$ cat src/rtl/flash_arbiter.sv
// rtl/flash_arbiter.sv - round-robin arbiter sharing one flash read controller between two requesters
module flash_arbiter #(
  parameter int TIMEOUT = 1_000_000
) (
  input  logic        clk,
  input  logic        reset,
  input  logic        req0_en,
  input  logic [23:0] req0_addr,
  output logic [15:0] req0_data,
  output logic        req0_ready,
  input  logic        req1_en,
  input  logic [23:0] req1_addr,
  output logic [15:0] req1_data,
  output logic        req1_ready,
  output logic        flash_en,
  output logic [23:0] flash_addr,
  input  logic [15:0] flash_data,
  input  logic        flash_ready,
  output logic        grant,
  output logic        busy,
  output logic        timeout_err
);

  // Counter only has to reach TIMEOUT; keep at least one bit for tiny values.
  localparam int CW = (TIMEOUT < 1) ? 1 : $clog2(TIMEOUT + 1);
  localparam logic [CW-1:0] TMAX = CW'(TIMEOUT);

  localparam logic [1:0] S_IDLE       = 2'd0;
  localparam logic [1:0] S_WAIT_START = 2'd1;
  localparam logic [1:0] S_WAIT_DONE  = 2'd2;
  localparam logic [1:0] S_RELEASE    = 2'd3;

  logic [1:0]    state_q, state_d;
  logic          flash_en_q, flash_en_d;
  logic [23:0]   flash_addr_q, flash_addr_d;
  logic [15:0]   data0_q, data0_d;
  logic [15:0]   data1_q, data1_d;
  logic          ready0_q, ready0_d;
  logic          ready1_q, ready1_d;
  logic          grant_q, grant_d;
  logic          last_q, last_d;
  logic          err_q, err_d;
  logic [CW-1:0] cnt_q, cnt_d;

  logic          win_valid;
  logic          win;
  logic          owner_en;
  logic          deliver;
  logic [15:0]   deliver_val;

  // Arbitration: a lone requester wins; on a tie the port that was not served last wins.
  always_comb begin
    win_valid = req0_en | req1_en;
    win       = (req0_en & req1_en) ? ~last_q : req1_en;
    owner_en  = grant_q ? req1_en : req0_en;
  end

  // Next-state logic for the transaction sequencer and all registered outputs.
  always_comb begin
    state_d      = state_q;
    flash_en_d   = flash_en_q;
    flash_addr_d = flash_addr_q;
    data0_d      = data0_q;
    data1_d      = data1_q;
    ready0_d     = ready0_q;
    ready1_d     = ready1_q;
    grant_d      = grant_q;
    last_d       = last_q;
    err_d        = err_q;
    cnt_d        = cnt_q;
    deliver      = 1'b0;
    deliver_val  = 16'h0000;

    case (state_q)
      S_IDLE: begin
        if (win_valid) begin
          grant_d      = win;
          flash_addr_d = win ? req1_addr : req0_addr;
          flash_en_d   = 1'b1;
          if (win) ready1_d = 1'b0;
          else     ready0_d = 1'b0;
          cnt_d        = '0;
          state_d      = S_WAIT_START;
        end
      end
      S_WAIT_START, S_WAIT_DONE: begin
        if (cnt_q == TMAX) begin
          // Controller stalled: hand the requester an all-ones word and flag it.
          flash_en_d  = 1'b0;
          deliver     = 1'b1;
          deliver_val = 16'hFFFF;
          err_d       = 1'b1;
          state_d     = S_RELEASE;
        end else begin
          cnt_d = cnt_q + CW'(1);
          if (state_q == S_WAIT_START) begin
            if (!flash_ready) state_d = S_WAIT_DONE;
          end else if (flash_ready) begin
            flash_en_d  = 1'b0;
            deliver     = 1'b1;
            deliver_val = flash_data;
            state_d     = S_RELEASE;
          end
        end
      end
      S_RELEASE: begin
        if (!owner_en) begin
          last_d  = grant_q;
          state_d = S_IDLE;
        end
      end
      default: state_d = S_IDLE;
    endcase

    if (deliver) begin
      if (grant_q) begin
        data1_d  = deliver_val;
        ready1_d = 1'b1;
      end else begin
        data0_d  = deliver_val;
        ready0_d = 1'b1;
      end
    end
  end

  // State registers with synchronous active-high reset.
  always_ff @(posedge clk) begin
    if (reset) begin
      state_q      <= S_IDLE;
      flash_en_q   <= 1'b0;
      flash_addr_q <= 24'h0;
      data0_q      <= 16'h0;
      data1_q      <= 16'h0;
      ready0_q     <= 1'b1;
      ready1_q     <= 1'b1;
      grant_q      <= 1'b0;
      last_q       <= 1'b1;
      err_q        <= 1'b0;
      cnt_q        <= '0;
    end else begin
      state_q      <= state_d;
      flash_en_q   <= flash_en_d;
      flash_addr_q <= flash_addr_d;
      data0_q      <= data0_d;
      data1_q      <= data1_d;
      ready0_q     <= ready0_d;
      ready1_q     <= ready1_d;
      grant_q      <= grant_d;
      last_q       <= last_d;
      err_q        <= err_d;
      cnt_q        <= cnt_d;
    end
  end

  // Output mapping.
  always_comb begin
    flash_en    = flash_en_q;
    flash_addr  = flash_addr_q;
    req0_data   = data0_q;
    req1_data   = data1_q;
    req0_ready  = ready0_q;
    req1_ready  = ready1_q;
    grant       = grant_q;
    busy        = (state_q != S_IDLE);
    timeout_err = err_q;
  end

endmodule

$ cat config.mk
export PLATFORM = sky130hd
export DESIGN_NAME = flash_arbiter
export DESIGN_NICKNAME = d
export VERILOG_FILES = /design/src/rtl/flash_arbiter.sv
export SDC_FILE = /design/constraint.sdc
export NUM_CORES = 1
export LEC_CHECK = 0
export BUFFER_PORTS_ARGS = -buffer_cell sky130_fd_sc_hd__buf_2
export CORE_MARGIN = 10
export CORE_UTILIZATION = 35
export DETAILED_ROUTE_END_ITERATION = 8
export GPL_ROUTABILITY_DRIVEN = 1
export GPL_TIMING_DRIVEN = 0
export PLACE_DENSITY = 0.67
export SYNTH_ARGS = -nofsm -noshare
export SYNTH_HDL_FRONTEND = slang
export SYNTH_SLANG_ARGS = --single-unit
$ cat constraint.sdc
create_clock -name clk -period 3.78 [get_ports clk]
set_input_delay 0.378 -clock clk [delete_from_list [all_inputs] [get_ports clk]]
set_output_delay 0.378 -clock clk [all_outputs]
set_load 0.1 [all_outputs]
==> results of run 1 <==
critical path, delay by kind of cell, from the launching register on:
family / cells / cell delay, ns
buf+inv: 3 / 0.47
flops: 1 / 0.43
fa+ha+maj: 1 / 0.33
compound gates: 2 / 0.50
simple gates: 2 / 0.60
cells by family (layout without fill, tap and decap cells):
logic type,after synthesis,after routing,synth area share (%)
AOI/OAI and AO/OA,106,106,24.28
xor gates and xnor gates,6,6,1.374
adders and majority gates,7,7,2.290
buffers and inverters,37,181,4.254
DFF,84,84,43.98
muxes,31,31,8.115
and+or+nand+nor,103,103,15.71
worst paths after layout:
kind | from | endpoint | slack [ns]
max | state_q[0]$_SDFFE_PP0P_ | cnt_q[16]$_SDFFE_PP0P_ | 1.33
min | flash_data[14] | req0_data[14]$_SDFFE_PP0P_ | 0.28
min reg2reg | req1_ready$_SDFF_PP1_ | req1_ready$_SDFF_PP1_ | 0.47
max reg2reg | state_q[0]$_SDFFE_PP0P_ | cnt_q[16]$_SDFFE_PP0P_ | 1.33
registers in the layout (all words and copies together) (netlist names), 2 cells and up:
signal / count
flash_addr: 24
cnt_q: 20
req0_data: 16
req1_data: 16
state_q: 2
area by class of cell:
type                    instances  area, um2  area share [%]
repair buffers                128      640.6           13.31
multi-input cells             253       1979           41.12
clock inverters                 6      46.29          0.9618
inverters                      10      37.54          0.7798
plain buffers                  27      125.1           2.599
well taps                     140      175.2           3.639
clock buffers                  10      127.6           2.651
flip-flops and latches         84       1682           34.94
cells in the final DEF (no fill, tap or decap), types with 3 or more instances in the layout:
cell       Yosys  final
a211oi_1      26     26
a21oi_1       13     13
a31oi_1        3      3
and4_1         3      3
buf_1          4      4
buf_2          7    135
clkbuf_1      13     14
clkbuf_8       0      9
dfxtp_1       84     84
ha_1           7      7
inv_1          9      9
mux2i_1       31     31
nand2_1       20     20
nand2b_1       8      8
nand3_1        7      7
nor2_1        31     31
nor3_1         6      6
o2111ai_1      3      3
o21ai_0        9      9
o221a_1       26     26
o221a_2        6      6
o311ai_0       3      3
o31ai_1        4      4
or3_1          4      4
or4_1          6      6
xnor2_1        5      5
power by group:
group | leakage (nW) | internal, mW | switching (mW)
clock | 0.0833 | 0.244 | 0.352
combinational | 1.19 | 0.429 | 1.80
sequential | 0.687 | 1.07 | 0.103
total | 1.96 | 1.74 | 2.25
routing by layer:
layer / GRT usage [%] / vias up / share of wire (%)
met2: 22.67 / 117 / 46
met5: 0 / - / 0
li1: - / 1710 / -
met1: 16.45 / 1662 / 45
met4: 3.770 / 0 / 0.95
met3: 5.106 / 7 / 7.3
==> impl_metrics.yaml, run 1 <==
run_status:
  status: "finished, final reports clean"
sta:
  setup-violations-final: 0
  setup_slack_ns: 1.328
  period_share_pct: 64.88
  max_freq_mhz: 407.8
  worstMarginPinSlew_ns: 0.5473
  finalHoldViolations: 0
  fin_crit_ns: 2.452
  rsz0062_at_grt: "false"
  whs_ns: 0.2827
  finalSetupTns_ns: 0
  slew_headroom_pct: 63.51
  report.final.slew_viol_count: 0
  fin_skew_ns: 0.01427
placement:
  hpwl_mm: 8.743
  gp_congestion: 0.8495
  dpl.cell_count: 642
  dpl-instance-area_um2: 4639
  port_buffers: 128
  place_ws_ns: 1.383
worst_setup_path:
  ff2ff_path_depth: 8
  worst_path_most_repeated_cell: "buf_2"
  cp_slowest_cell: "dfxtp_1"
  crit_fanout: 10
  crit_path_end_kind: "flip-flop"
  cp.arrival_ns: 2.69
  worstSetupStartpointType: "flip-flop"
  cp_data_required_time_ns: 4.02
  slowest_delay_ns: 0.43
  path_cells: "inv_1, ha_1, nor3b_4, or3_1, buf_2, buf_2, o311ai_0, o41ai_1"
  path_class: "flip-flop to flip-flop"
clock_tree:
  cts_tree: "yes"
  root_buffer: "clkbuf_8"
  cts.sinks: 84
  clk-insertion-delay-late_ns: 0.36
  post_cts_resized: 0
  numCtsBuffers: 9
  cts_hold_buffers: 0
  clkTransAtPathRegs_ns: 0.09
  cts_setup_buffers: 0
  ctsHtreeMaxLevel: 3
  clockBufferDepth: 2
layout:
  final_cells: 658
  fill_cells: 1067
  diodes: 0
  final_area_um2: 4813
  layout-drive-gt1-share_pct: 33.59
  utilization_pct: 44.80
  synthToLayoutAreaGrowth_pct: 25.88
  layout.nets: 589
routing:
  via_per_inst: 5.313
  drt-total-wl_mm: 11.25
  antenna_left: 0
  dr.pass1.iters: 4
  drc: 0
  vias: 3496
  wl_per_cell_um: 17.10
  drt_iter0_drc: 218
floorplanning:
  die_x_um: 124.5
  io_pins: 131
  core_um2: 10750
  initial_core_util_pct: 35.58
  die-height_um: 124.5
  dieArea_um2: 15510
  row_count: 38
worst_hold_path:
  min_path_cells: 2
  hold_path.class: "primary input to flip-flop"
pwr:
  p_leak_nw: 1.963
  powerDensity_nw_per_um2: 828.8
  peakVddDrop_v: 0.0005415
  total_power_mw: 3.989
synth:
  synth_fp_nets: 450
  ys.flop_type: "dfxtp_1"
  ys_types: 51
  synth-seq-area-share_pct: 43.98
  synth_area_leaders: "dfxtp_1 44%, mux2i_1 8.1%, o221a_1 7.7%"
  syn_area_um2: 3824
  ys_ff_latch: 84
  yosysTopAreaCell: "dfxtp_1"
  yosysMostFrequentCell: "dfxtp_1"
  netlist_top_cells_count: "84 x dfxtp_1, 31 x mux2i_1, 31 x nor2_1"
  synth_edf_count: 0
  synthCells: 374
  avgSynthCellArea_um2: 10.22
  async_flop_share_pct: 0
  yosysTopAreaCellShare_pct: 43.98
  yosys_warnings: 0
global_routing:
  antenna_found_initial: 0
  overflow: 0
  grt_pass1_wl_mm: 18.20
  grt_max_degree: 16
  grt_pass1_vias: 3606
  track_usage_pct: 13.79
job:
  cap_violations: 0
No activity file was read; power rests on OpenSTA's default activity.
==> inputs of run 2 (changes only) <==
ABC_AREA = 1   (was unset)
PLACE_DENSITY = 0.66   (was 0.67)
clock period = 2.4 ns   (was 3.78 ns; I/O delays follow)
==> run 2 against run 1 <==
  * Synthesized cell count grew 79%
  * Flip-flop and latch count is the same
  * Sequential share of layout area down 4.3 points
  * Clock-buffer cell count increased by 3
  * Worst hold slack got worse by 0.10 ns
  * Sequential power grew 55%
  * Die area grew 12%
  * First-iteration DRC count is 16% lower
  * Power grew 78%
  * Clock power grew 110%
  * Critical path depth rose by 1
  * Combinational power rose by 83%
==> impl_metrics.yaml, run 2 <==
clock_tree:
  cts.sinks: 84
  clockBufferDepth: 2
  post_cts_resized: 0
  cts_hold_buffers: 0
  clk-insertion-delay-late_ns: 0.34
  cts_tree: "yes"
  numCtsBuffers: 9
  root_buffer: "clkbuf_16"
  clkTransAtPathRegs_ns: 0.06
  ctsHtreeMaxLevel: 3
  cts_setup_buffers: 0
floorplanning:
  die-height_um: 132.1
  core_um2: 12160
  dieArea_um2: 17440
  row_count: 40
  initial_core_util_pct: 36.13
  die_x_um: 132.1
  io_pins: 131
placement:
  port_buffers: 128
  gp_congestion: 0.8846
  hpwl_mm: 10.10
  dpl-instance-area_um2: 5245
  dpl.cell_count: 967
sta:
  finalSetupTns_ns: 0
  rsz0062_at_grt: "false"
  finalHoldViolations: 0
  report.final.slew_viol_count: 0
  fin_skew_ns: 0.005181
  setup-violations-final: 0
  fin_crit_ns: 1.979
  max_freq_mhz: 505.4
  worstMarginPinSlew_ns: 0.5420
  slew_headroom_pct: 63.86
  period_share_pct: 82.45
layout:
  largest_reg_flops: 24
  fill_cells: 1324
  layout.nets: 886
  register_area_um2: 1682
  diodes: 0
  multi_input_area_um2: 2243
  synthToLayoutAreaGrowth_pct: 25.11
  final_common_cell: "nand2_1"
  layout-drive-gt1-share_pct: 21.50
  final_cells: 982
  final_cell_mix: "181 x nand2_1, 134 x buf_2, 120 x nor2_1"
  final_area_um2: 5498
synth:
  synth_edf_count: 0
  synth_fp_nets: 747
  avgSynthCellArea_um2: 6.549
  synthCells: 671
  yosysMostFrequentCell: "nand2_1"
  synth-seq-area-share_pct: 38.27
  ys_types: 31
  ys.flop_type: "dfxtp_1"
  yosysTopAreaCell: "dfxtp_1"
  yosysTopAreaCellShare_pct: 38.27
  synth_area_leaders: "dfxtp_1 38%, nand2_1 15%, nor2_1 10%"
  syn_area_um2: 4394
  yosys_warnings: 0
  netlist_top_cells_count: "181 x nand2_1, 120 x nor2_1, 84 x dfxtp_1"
  async_flop_share_pct: 0
  ys_ff_latch: 84
worst_setup_path:
  cp_data_required_time_ns: 2.68
  slowest_delay_ns: 0.48
  cp_slowest_cell: "ha_1"
  timing.critical_path.buf_inv: 3
  cpLargestDelayFamily: "simple AND/OR/NAND/NOR gates"
  worstSetupStartpointType: "flip-flop"
  cp.arrival_ns: 2.26
  worst_path_most_repeated_cell: "nor2_1"
  reg2reg_slack_ns: 0.42
  path_cells: "inv_1, ha_1, inv_2, nor2_4, buf_4, nand3_1, nand2_1, nor2_1, nor2_1"
  crit_path_end_kind: "flip-flop"
  path_class: "flip-flop to flip-flop"
  crit_fanout: 10
worst_hold_path:
  hold_path.class: "primary input to flip-flop"
global_routing:
  grt_pass1_wl_mm: 20.98
  antenna_found_initial: 0
  grt_max_degree: 13
  grt_pass1_vias: 4286
  track_usage_pct: 14.46
  overflow: 0
job:
  cap_violations: 0
pwr:
  p_leak_nw: 2.780
  peakVddDrop_v: 0.0007299
  powerDensity_nw_per_um2: 1293
routing:
  vias: 4433
  drt-total-wl_mm: 12.93
  dr.pass1.iters: 4
  drc: 0
  wl_per_cell_um: 13.17
  antenna_left: 0
  drt_iter0_drc: 184
  via_per_inst: 4.514
run_status:
  status: "finished, final reports clean"
## run 2: cell types whose count changed in the layout (fill, tap and decap cells not counted), moves of 8 or more
cell / delta
nand2_1: +161
o21ai_0: +21
a211oi_1: -26
inv_1: +59
clkbuf_8: -9
a21oi_1: +25
clkbuf_16: +9
nand3_1: +33
o21bai_1: +28
mux2i_1: -31
nand2b_1: -8
nor2_1: +89
o221a_1: -26
## run 2: layer usage
metal	track usage [%]	vias to the layer above	wire length [um]
li1	-	2375	-
met1	16.91	1933	5793
met2	23.01	119	5818
met3	7.165	6	1230
met4	3.646	0	92
met5	0	-	0
## run 2: worst min-delay path: stages
cell and delay (ns):
buf_2 0.08, o21bai_1 0.06, a21oi_1 0.10
## run 2: cells by family after synthesis
family	count (synthesis)	share of synthesized area (%)
simple gates	368	35.11
buf+inv	108	10.68
compound gates	100	13.15
flops	84	38.27
fa+ha+maj	7	1.993
xor+xnor	4	0.7972
## run 2: metrics by stage
step | setup WS, ns | utilization, % | hold slack [ns] | power [mW]
5_1_grt | 0.2627 | 45.21 | 0.1857 | 7.571
6_report | 0.4213 | 45.21 | 0.1786 | 7.109
4_1_cts | 0.4182 | 45.21 | 0.1680 | 7.187
3_3_place_gp | 0.4082 | 43.13 | 0.4471 | 5.917
2_1_floorplan | 0.1342 | - | 0.4276 | 5.145
3_5_place_dp | 0.4326 | 43.13 | 0.4517 | 5.932
## run 2: final cells by class
cell class                 count  share of cell area [%]
clock buffer                  13                   4.370
timing repair buffer         128                   11.65
tap                          168                   3.823
multi-input combinational    479                   40.81
buffer                        32                   3.345
sequential                    84                   30.59
inverter                      76                   5.189
clock inverter                 2                  0.2276
## run 2: final timing paths
check | startpoint | endpoint | depth (start not counted)
worst max-delay path | state_q[0]$_SDFFE_PP0P_ | req0_data[15]$_SDFFE_PP0P_ | 9
worst min register to register | flash_addr[7]$_SDFFE_PP0P_ | flash_addr[7]$_SDFFE_PP0P_ | 2
worst max register to register | state_q[0]$_SDFFE_PP0P_ | req0_data[15]$_SDFFE_PP0P_ | 9
worst min-delay path | req1_addr[5] | flash_addr[5]$_SDFFE_PP0P_ | 3
## run 2: power by group
part	internal (mW)	total, mW	leakage [nW]	switching (mW)
registers	1.66	1.81	0.685	0.143
clock network	0.695	1.24	0.120	0.541
logic	0.875	4.07	1.98	3.19
total	3.23	7.11	2.78	3.87
==> inputs of run 3 (changes only) <==
PLACE_DENSITY = 0.68   (was 0.66)
clock period = 1.6 ns   (was 2.4 ns; I/O delays follow)
==> run 3 against run 2 <==
  * The flow now finishes with violations (setup timing)
  * Register-to-register slack lost 0.47 ns
  * First-iteration DRC count increased by 36%
  * Cell area grew 19%
  * Highest routed layer unchanged
  * Via count grew 7.2%
  * Clock skew grew 0.0046 ns
==> impl_metrics.yaml, run 3 (synthesis gave the netlist of run 2 again) <==
clock_tree:
  clk-insertion-delay-late_ns: 0.35
  numCtsBuffers: 9
  cts.sinks: 84
  cts_tree: "yes"
  root_buffer: "clkbuf_16"
  clkTransAtPathRegs_ns: 0.07
  cts_hold_buffers: 0
  clockBufferDepth: 2
  ctsHtreeMaxLevel: 3
layout:
  utilization_pct: 53.83
  layout.nets: 920
  final_cell_mix: "153 x nand2_1, 129 x buf_2, 107 x nor2_1"
  largest_reg_flops: 24
  layout-drive-gt1-share_pct: 38.99
  final_cells: 1017
  synthToLayoutAreaGrowth_pct: 48.97
  final_common_cell: "nand2_1"
  diodes: 0
pwr:
  p_leak_nw: 3.136
  power_switching_mw: 6.670
  power.share.sequential_pct: 21.1
  powerDensity_nw_per_um2: 1989
  p_comb_share_pct: 63.1
  clock_power_share_pct: 15.8
  sw_frac_of_total_pct: 51.22
  peakVddDrop_v: 0.001250
  p_int_mw: 6.352
  total_power_mw: 13.02
floorplanning:
  die_x_um: 132.1
  initial_core_util_pct: 36.13
  io_pins: 131
  die-height_um: 132.1
  row_count: 40
  core_um2: 12160
  dieArea_um2: 17440
global_routing:
  grt_pass1_vias: 4547
  track_usage_pct: 15.68
  grt_pass1_wl_mm: 22.71
  groute.layer.met1.usage_pct: 18.32
  use_met2_pct: 25.10
  antenna_found_initial: 0
  grt_max_degree: 15
  top_usage_layer: "met2"
  grt_use_met3_pct: 6.555
  overflow: 0
routing:
  drt_iter0_drc: 250
  via_per_inst: 4.671
  wl_per_cell_um: 14.41
  vias: 4750
  dr.pass1.iters: 5
  antenna_left: 0
  drt-total-wl_mm: 14.65
  drc: 0
run_status:
  violations: "setup timing"
  status: "finished, violations left"
worst_setup_path:
  cp_data_required_time_ns: 1.84
  worstSetupStartpointType: "flip-flop"
  crit_path_end_kind: "flip-flop"
  crit_fanout: 5
  path_class: "flip-flop to flip-flop"
  cp.arrival_ns: 1.88
placement:
  place_ws_ns: -0.2564
  hpwl_mm: 10.14
  port_buffers: 128
  dpl.cell_count: 967
  gp_congestion: 0.8786
sta:
  finalHoldViolations: 0
  max_freq_mhz: 606.6
  period_share_pct: 103.0
  fin_skew_ns: 0.009749
  setup-violations-final: 20
  rsz0062_at_grt: "true"
  worstMarginPinSlew_ns: 0.6025
  setup_slack_ns: -0.04847
  finalSetupTns_ns: -0.3170
  report.final.slew_viol_count: 0
  fin_crit_ns: 1.648
  slew_headroom_pct: 59.83
job:
  cap_violations: 0
worst_hold_path:
  hold_path.class: "primary input to flip-flop"
[run 3: cell count changes in the layout (fill, tap and decap cells not counted), moves of 10 or more]
cell and change:
nand2_1 -28, o21ai_0 -25, dfxtp_1 -14, buf_4 +13, o21ai_2 +22, clkbuf_1 -10
nor2_1 -13, dfxtp_2 +11, nand2_2 +23, buf_6 +10
[run 3: worst paths after layout]
check / start / endpoint / slack, ns / depth (start not counted)
setup / recovery: cnt_q[16]$_SDFFE_PP0P_ / cnt_q[0]$_SDFFE_PP0P_ / -0.05 / 10
hold reg to reg: flash_addr[17]$_SDFFE_PP0P_ / flash_addr[17]$_SDFFE_PP0P_ / 0.46 / 2
hold / removal: req1_addr[13] / flash_addr[13]$_SDFFE_PP0P_ / 0.11 / 3
setup reg to reg: cnt_q[16]$_SDFFE_PP0P_ / cnt_q[0]$_SDFFE_PP0P_ / -0.05 / 10
[run 3: worst max-delay path, stage by stage, from the launching register on]
cell,delay (ns)
dfxtp_1,0.41
nand2_2,0.11
clkinv_1,0.05
nand2_1,0.05
nor2_2,0.17
nand4_4,0.20
nand2_8,0.18
inv_8,0.05
buf_8,0.13
o21ai_2,0.12
nor2_1,0.05
[run 3: through the flow]
stage / instance area, um2 / hold WS [ns]
floorplan: 4443 / 0.3476
global placement: 5294 / 0.4418
detailed placement: 5294 / 0.4445
CTS: 5841 / 0.08331
global route: 6546 / 0.1324
finish: 6546 / 0.1112
[run 3: area by class of cell]
type / instances / area, um2
inverters: 76 / 312.8
fillers: 1171 / 5615
well taps: 168 / 210.2
repair buffers: 162 / 1065
plain buffers: 32 / 299.0
multi-input cells: 479 / 2665
clock inverters: 4 / 31.28
clock buffers: 12 / 256.5
flip-flops and latches: 84 / 1707
[run 3: power by group through the flow]
stage / Sequential [mW] / Combinational, mW / Clock (mW)
final: 2.74 / 8.22 / 2.06
after global routing: 2.80 / 8.75 / 2.18
after CTS: 2.73 / 6.90 / 2.10
after detailed placement: 2.76 / 6.30 / 0
after global placement: 2.75 / 6.30 / 0
after floorplan: 5.29 / 2.60 / 0
[run 3: routing by layer]
metal,wire [um],up-vias
li1,-,2439
met1,6222,2137
met2,6890,162
met3,1359,12
met4,180,0
met5,0,-
[run 3: what timing repair did]
item	in CTS	in global routing
gates cloned	4	5
buffers inserted	10	16
endpoints found under the setup margin	76	81
pin swaps	10	66
resized for setup	48	160
